### config.mk
export PLATFORM = sky130hd
export DESIGN_NAME = sparse_gather_pipe
export DESIGN_NICKNAME = d
export VERILOG_FILES = /design/src/rtl/sparse_gather_pipe.sv
export SDC_FILE = /design/constraint.sdc
export NUM_CORES = 1
export LEC_CHECK = 0
export ABC_AREA = 1
export CORE_AREA = 3 3 81 75
export CTS_CLUSTER_DIAMETER = 100
export DETAILED_ROUTE_END_ITERATION = 6
export DIE_AREA = 0 0 84 78
export DONT_BUFFER_PORTS = 1
export GPL_TIMING_DRIVEN = 0
export PLACE_DENSITY = 0.69
export SKIP_CTS_REPAIR_TIMING = 1
export SYNTH_ARGS = -nofsm -noshare
export SYNTH_HDL_FRONTEND = slang
export SYNTH_SLANG_ARGS = --single-unit
### constraint.sdc
create_clock -name clk -period 1.6 [get_ports clk]
set_clock_uncertainty 0.1 [all_clocks]
set_input_delay 0.32 -clock clk [delete_from_list [all_inputs] [get_ports clk]]
set_output_delay 0.32 -clock clk [all_outputs]
set_load 0.005 [all_outputs]
### src/rtl/sparse_gather_pipe.sv
// Two-stage gather pipeline. Each output lane selects one input element by index.
// Per-lane masking, valid/ready flow control and a sticky out-of-range flag are included.
module sparse_gather_pipe #(
    parameter int DW_DATA = 8,
    parameter int NUM_IN  = 4,
    parameter int NUM_OUT = 2,
    parameter int SEL_IN  = 2
) (
    input  logic                       clk,
    input  logic                       rst_n,
    input  logic                       in_valid,
    output logic                       in_ready,
    input  logic [DW_DATA*NUM_IN-1:0]  in_data,
    input  logic [SEL_IN*NUM_OUT-1:0]  in_sel,
    input  logic [NUM_OUT-1:0]         in_mask,
    output logic                       out_valid,
    input  logic                       out_ready,
    output logic [DW_DATA*NUM_OUT-1:0] out_data,
    output logic [NUM_OUT-1:0]         out_mask,
    output logic                       err_oob,
    input  logic                       err_clr
);

    generate
        if ((1 << SEL_IN) < NUM_IN) begin : g_sel_width_check
            $error("sparse_gather_pipe: SEL_IN too narrow to address NUM_IN elements");
        end
    endgenerate

    // Stage A: raw operands
    logic                       a_valid_q, a_valid_d;
    logic [DW_DATA*NUM_IN-1:0]  a_data_q,  a_data_d;
    logic [SEL_IN*NUM_OUT-1:0]  a_sel_q,   a_sel_d;
    logic [NUM_OUT-1:0]         a_mask_q,  a_mask_d;

    // Stage B: gathered result
    logic                       b_valid_q, b_valid_d;
    logic [DW_DATA*NUM_OUT-1:0] b_data_q,  b_data_d;
    logic [NUM_OUT-1:0]         b_mask_q,  b_mask_d;

    logic                       err_q, err_d;

    logic                       a_en, b_en;
    logic [DW_DATA*NUM_OUT-1:0] gather_data;
    logic [NUM_OUT-1:0]         oob_lane;
    logic                       hit;

    // A stage may load when it is empty or when its content moves on this edge.
    always_comb begin
        b_en     = !b_valid_q || out_ready;
        a_en     = !a_valid_q || b_en;
        in_ready = a_en;
    end

    // Gather: an index matching no element yields zero and, if unmasked, flags out-of-range.
    always_comb begin
        // NOTE: every combinational output gets a default first, so no path leaves it unassigned (no latch).
        gather_data = '0;
        oob_lane    = '0;
        hit         = 1'b0;
        for (int k = 0; k < NUM_OUT; k++) begin
            hit = 1'b0;
            for (int i = 0; i < NUM_IN; i++) begin
                if (a_sel_q[k*SEL_IN +: SEL_IN] == SEL_IN'(i)) begin
                    hit = 1'b1;
                    if (a_mask_q[k]) begin
                        gather_data[k*DW_DATA +: DW_DATA] = a_data_q[i*DW_DATA +: DW_DATA];
                    end
                end
            end
            oob_lane[k] = a_mask_q[k] && !hit;
        end
    end

    always_comb begin
        a_valid_d = a_valid_q;
        a_data_d  = a_data_q;
        a_sel_d   = a_sel_q;
        a_mask_d  = a_mask_q;
        if (a_en) begin
            a_valid_d = in_valid;
            a_data_d  = in_data;
            a_sel_d   = in_sel;
            a_mask_d  = in_mask;
        end
    end

    always_comb begin
        b_valid_d = b_valid_q;
        b_data_d  = b_data_q;
        b_mask_d  = b_mask_q;
        if (b_en) begin
            b_valid_d = a_valid_q;
            b_data_d  = gather_data;
            b_mask_d  = a_mask_q;
        end
    end

    // A new out-of-range entry outranks a simultaneous clear.
    always_comb begin
        err_d = err_q;
        if (b_en && a_valid_q && (|oob_lane)) begin
            err_d = 1'b1;
        end else if (err_clr) begin
            err_d = 1'b0;
        end
    end

    // NOTE: data registers are reset as well because the outputs must read zero out of reset.
    always_ff @(posedge clk or negedge rst_n) begin
        if (!rst_n) begin
            a_valid_q <= 1'b0;
            a_data_q  <= '0;
            a_sel_q   <= '0;
            a_mask_q  <= '0;
            b_valid_q <= 1'b0;
            b_data_q  <= '0;
            b_mask_q  <= '0;
            err_q     <= 1'b0;
        end else begin
            // NOTE: non-blocking assignments so every register samples pre-edge values.
            a_valid_q <= a_valid_d;
            a_data_q  <= a_data_d;
            a_sel_q   <= a_sel_d;
            a_mask_q  <= a_mask_d;
            b_valid_q <= b_valid_d;
            b_data_q  <= b_data_d;
            b_mask_q  <= b_mask_d;
            err_q     <= err_d;
        end
    end

    assign out_valid = b_valid_q;
    assign out_data  = b_data_q;
    assign out_mask  = b_mask_q;
    assign err_oob   = err_q;

endmodule

* Word level (Yosys, flattened, before mapping) *
Index checks and enable logic that the tools add are counted.

word-level totals
  output and inout port bits = 21
  bits in registers = 59

operators by class
  equal/unequal tests = 6
  reduce and logical (&&, ||, !) cells = 14
  multiplexer cells = 26

operator list
  operator                                                                count
  8-bit two-way mux                                                       16
  1-bit two-way mux                                                       10
  2-bit equality test (second input constant)                             4
  2-bit by 1-bit equality test with 1-bit output (second input constant)  2
  1-bit logical AND                                                       4
  1-bit zero test                                                         4
  2-bit zero test                                                         2
  1-bit logical OR                                                        2
  2-bit nonzero test                                                      1
  2-bit OR reduction                                                      1

* Longest topological paths before layout *
Gate-level depths: netlist of run 1.

  depth in word-level cells = 10
  depth in mapped cells = 8

* Least setup slack after synthesis of run 1 *
OpenSTA, ideal clock, no wires.

  path kind = register -> output
  start = reg b_valid_q, in the netlist out_valid
  end = out in_ready
  cell stages (with the launch flop) = 5
  path slack = 0.348 ns
  data arrival time = 0.832 ns
  data required time = 1.180 ns
  buffers on the path = 1
  cell sequence = dfrtp_1 > inv_1 > nor2_4 > nand2_1 > buf_2

on the way
  cells in the longest elaborated chain, start to end = 3

ends and longest elaborated chain
  what                      line  RTL
  start: declaration        37    logic b_valid_q, b_valid_d;
  start signal: assignment  126   b_valid_q <= b_valid_d;
  1-bit zero test           50    b_en = !b_valid_q || out_ready;
  1-bit logical OR          50
  1-bit logical OR          51    a_en = !a_valid_q || b_en;
  end: declaration          12    output logic in_ready,

No other way between the ends.

* Worst setup path in the final report of run 1 *
Same ends and word-level chain as after synthesis.

==> qor.txt, run 1 <==
status: finished, violations left
failing checks: negative hold slack
endpoints failing hold: 67
Via density: 5.454
final net count: 457
Post-DRT Antenna Nets: 0
RSZ-0062 raised after global routing: yes
register area share after synthesis: 51.19%
fin crit period: 1.594 ns
total CTS buffers: 9
Vias: 2645
placed insts: 449
Final Non-Filler Cells: 485
Simple-Gate Fraction of Synth Area: 35.40%
# DRC: 0
Distinct cells, synth: 15
final wirelength: 7706 um
largest family of logic cells by synthesized area: simple AND/OR/NAND/NOR gates
TritonCTS Sinks: 59
Final Cycle Share: 99.60%
RePlAce Congestion: 0.8936
Root Buffer: clkbuf_8
worst-path maximum fanout: 5
Final Util: 63.62%
area of the multi-input gates: 1189 um2
DP Wirelength: 5167 um
initial antenna violation count: 0
crit-path cells: inv_2 -> nor2_4 -> nand2_4 -> buf_8
CP required: 1.18 ns
compound-gate portion of the synthesized area: 5.553%
Synth Register Bits: 59
most common cell after layout, fill and taps aside: nand2_1
VDD IR max: 0.6584 mV
critical setup path kind: flop to output pin
Power Dens Cells: 1078 nW/um2
endpoints failing setup: 0
final hold slack: -0.4347 ns
GRT Total Usage: 23.91%
Slew Limit Fails: 0
Clock Latency Late Sink: 0.34 ns
drt first pass iters: 5
core area: 5286 um2
Register Area: 1476 um2
Die X: 84 um
CTS tree: done
Initial Util: 54.56%
Finished Cell Area: 3363 um2
max_slew headroom: 75.50%
first-pass GRT wire length: 12130 um
routed length per instance: 15.89 um
Setup crit start kind: flop
die height: 78 um
Synth-to-Final Area Change: 16.62%
CP arrival: 1.17 ns
P_leak: 1.829 nW
multiplexer share of the synthesized area: 0%
DP Area: 2968 um2
proportion of layout cells with a drive suffix above 1: 11.00%
Initial DRC Count: 196
H-tree depth: 3
clk buf depth: 2
largest net degree at the start of global routing: 60
Synth Area in XOR/XNOR: 0%
Synth warnings: 0
num ports: 64
fmax: 0.6275 GHz
adder-cell area share of the yosys netlist: 0%
CP max stage delay: 0.38 ns
Post-Syn Area: 2884 um2
IO Port Bufs: 0
Clk pin slew, worst setup/hold paths: 0.07 ns
Max Cap Viol: 0
Syn Nets: 425
GR Overflow Total: 0
worst-margin pin slew: 0.3670 ns
CP max stage cell: dfrtp_1
commonest non-fill, non-tap cells in the layout: nand2_1 (134), nand3_1 (65), dfrtp_1 (59)
ant diodes: 0
Crit path buffers/inverters: 2
Crit. End Element: output pin
Die Area: 6552 um2
worst min path class: input port to asynchronous set/reset pin
Layout fillers: 482
family with the most delay on the worst path: flip-flops
row count: 25
vias in the first global route: 2384
syn avg cell area: 7.550 um2
Post-Synthesis Cells: 382
-- metrics by stage --
step	setup slack [ns]	power, mW	TNS [ns]
2_1_floorplan	0.3485	2.246	0
6_report	0.006390	3.627	0
5_1_grt	-0.06519	3.836	-0.06519
4_1_cts	-0.3287	3.572	-0.3287
3_5_place_dp	0.04566	2.421	0
3_3_place_gp	0.05479	2.404	0
-- cell type report --
class / count / area share [%]
timing repair buffer: 21 / 6.473
multi-input combinational: 271 / 35.34
sequential: 59 / 43.90
tap: 67 / 2.493
inverter: 31 / 3.460
clock inverter: 3 / 0.4464
buffer: 21 / 3.571
clock buffer: 12 / 4.315
-- power by group --
| part | switching (mW) | total, mW | internal [mW] |
|---|---|---|---|
| sequential | 0.159 | 1.84 | 1.68 |
| combinational | 0.395 | 0.632 | 0.237 |
| clock | 0.571 | 1.16 | 0.588 |
| total | 1.13 | 3.63 | 2.50 |
-- final timing paths --
check	depth (start not counted)	slack, ns	endpoint	start
setup / recovery	4	0.006	in_ready	out_valid
hold / removal	0	-0.43	err_oob	rst_n
setup reg to reg	7	0.18	out_data[2]	out_valid
hold reg to reg	2	0.40	out_data[9]	out_data[9]
max in group asynchronous	0	1.74	a_data_q[11]	rst_n
min in group clk	2	-0.01	a_data_q[8]	in_data[8]
-- per-layer routing --
layer	up-vias	global-route usage, %	routed length [um]
li1	1282	-	-
met1	1238	33.77	3536
met2	108	34.42	3418
met3	17	7.643	599
met4	0	8.842	151
met5	-	0	0
-- worst reg2reg max path: cells and delay by family, from the launching register on --
family          cells  cell delay, ns
compound gates      1            0.06
buf+inv             3            0.46
flops               1            0.38
simple gates        3            0.32
-- registers in the layout, summed over array words and instances (netlist names) --
register / flops
a_data_q: 32
out_data: 16
a_sel_q: 4
a_mask_q: 2
out_mask: 2
a_valid_q: 1
err_oob: 1
out_valid: 1
-- synthesized netlist by cell type, drive strengths merged --
cell     n  area (um2)
a21oi   10       50.05
buf     21       110.1
dfrtp   59        1476
inv     31       116.4
nand2  135       506.7
nand3   65       325.3
nand4   10       62.56
nor2    28       120.1
o21ai   22       110.1
or2      1       6.260
-- kinds of logic after synthesis --
group	after synthesis
and+or+nand+nor	239
buffers and inverters	52
AOI/OAI and AO/OA	32
DFF	59
Power figures use the tool's default switching activity.
==> run 2, diff against run 1 <==
--- a/config.mk
+++ b/config.mk
@@ -6,14 +6,16 @@
 export NUM_CORES = 1
 export LEC_CHECK = 0
 export ABC_AREA = 1
-export CORE_AREA = 3 3 81 75
+export CAP_MARGIN = 20
+export CORE_AREA = 2 2 80 74
 export CTS_CLUSTER_DIAMETER = 100
 export DETAILED_ROUTE_END_ITERATION = 6
-export DIE_AREA = 0 0 84 78
+export DIE_AREA = 0 0 82 76
 export DONT_BUFFER_PORTS = 1
 export GPL_TIMING_DRIVEN = 0
 export PLACE_DENSITY = 0.69
 export SKIP_CTS_REPAIR_TIMING = 1
+export SLEW_MARGIN = 25
 export SYNTH_ARGS = -nofsm -noshare
 export SYNTH_HDL_FRONTEND = slang
 export SYNTH_SLANG_ARGS = --single-unit
==> run 2 against run 1 <==
Against the previous run: non-clock buffer count grew 5; count of clock-buffer cells in the layout up 1; final cell count up 1.6%; via count shrank 0.49%; hold slack better by 0.0038 ns; flip-flop and latch count unchanged; total power increased by 2.0%; clock power grew 7%; largest power group unchanged; register-to-register slack got worse by 0.09 ns; the run ends with negative hold slack, negative setup slack left.
==> qor.txt, run 2 (synthesized netlist as in run 1, its figures left out) <==
status: finished, violations left
failing checks: negative hold slack, negative setup slack
drt first pass iters: 5
row count: 26
worst min path class: input port to asynchronous set/reset pin
vias in the first global route: 2410
register-to-register path setup slack: 0.09 ns
Setup WS pre-CTS: 0.09233 ns
GR Overflow Total: 0
Initial Util: 52.77%
Register Area: 1476 um2
IO Port Bufs: 0
initial antenna violation count: 0
global-route met2 utilization: 33.01%
Max Cap Viol: 0
most common cell after layout, fill and taps aside: nand2_1
Layout fillers: 501
total CTS buffers: 9
fmax: 0.6234 GHz
ant diodes: 0
final net count: 462
DP Wirelength: 5125 um
VDD IR max: 0.6634 mV
commonest non-fill, non-tap cells in the layout: nand2_1 (134), nand3_1 (65), dfrtp_1 (59)
Most flops, register: a_data_q
CTS tree: done
max reg flops: 32
worst-margin pin slew: 0.3579 ns
Power Dens Cells: 1084 nW/um2
Post-DRT Antenna Nets: 0
fin crit period: 1.604 ns
routed length per instance: 14.84 um
final wirelength: 7316 um
worst-path maximum fanout: 10
Final Cycle Share: 100.3%
RSZ-0062 raised after global routing: yes
final setup TNS: -0.004114 ns
Die Area: 6232 um2
Vias: 2632
Synth-to-Final Area Change: 18.31%
critical setup path kind: flop to output pin
DP Area: 2972 um2
endpoints failing hold: 65
die height: 76 um
Clock Latency Late Sink: 0.34 ns
Finished Cell Area: 3412 um2
area of the multi-input gates: 1189 um2
Crit. End Element: output pin
Setup crit start kind: flop
core area: 5465 um2
Die X: 82 um
final hold slack: -0.4309 ns
CP arrival: 1.18 ns
CP required: 1.18 ns
# DRC: 0
clk buf depth: 2
RePlAce Congestion: 0.8677
Via density: 5.339
M3 GR Usage: 8.294%
GRT Total Usage: 24.52%
num ports: 64
max_slew headroom: 76.11%
H-tree depth: 3
first-pass GRT wire length: 11530 um
Clk pin slew, worst setup/hold paths: 0.06 ns
endpoints failing setup: 1
grt met1 use: 35.84%
slack of the critical path: -0.004114 ns
Initial DRC Count: 196
GRT Max-Usage Layer: met1
Slew Limit Fails: 0
P_leak: 1.853 nW
largest net degree at the start of global routing: 60
Root Buffer: clkbuf_8
TritonCTS Sinks: 59
proportion of layout cells with a drive suffix above 1: 11.58%
[run 2: cell types whose count changed in the layout (fill, tap and decap cells not counted), sizes merged]
cell / previous run / this run
clkinv: 3 / 2
clkbuf: 13 / 14
dlygate4sd3: 17 / 20
buf: 24 / 26
[run 2: path summary, 6_finish.rpt]
path	startpoint	end	cells after the start
worst max-delay path	out_valid	in_ready	4
worst min register to register	out_data[0]	out_data[0]	2
min in group clk	in_data[9]	a_data_q[9]	2
max in group asynchronous	rst_n	out_data[15]	0
worst min-delay path	rst_n	out_data[4]	0
worst max register to register	out_valid	out_data[6]	9
[run 2: report_power, final]
group	switching [mW]	total (mW)	internal (mW)	leakage, nW
sequential	0.158	1.83	1.68	0.717
clock	0.561	1.24	0.675	0.0953
combinational	0.388	0.628	0.240	1.04
total	1.11	3.70	2.59	1.85
[run 2: area by class of cell]
cell class	count	area share, %
flip-flops and latches	59	43.27
multi-input cells	271	34.84
repair buffers	26	7.187
clock buffers	13	4.950
plain buffers	21	3.484
inverters	31	3.410
well taps	70	2.567
clock inverters	2	0.2934
[run 2: critical path, stage by stage, from the launching register on]
cell     delay, ns
dfrtp_1       0.38
inv_2         0.05
nor2_4        0.19
nand2_4       0.08
buf_6         0.14
[run 2: through the flow]
| stage | total power, mW | hold slack [ns] | utilization [%] | std cells |
|---|---|---|---|---|
| finish | 3.698 | -0.4309 | 62.43 | 493 |
| global route | 3.921 | -0.4502 | 62.43 | 493 |
| CTS | 3.654 | -0.4419 | 57.65 | 467 |
| detailed placement | 2.415 | -0.07415 | 54.37 | 452 |
| global placement | 2.397 | -0.07421 | 54.37 | 452 |
| floorplan | 2.246 | -0.07559 | - | 382 |
[run 2: metal layers]
metal | up-vias | wire (um)
met3 | 12 | 739
met4 | 0 | 112
li1 | 1296 | -
met2 | 128 | 3175
met1 | 1196 | 3289
met5 | - | 0
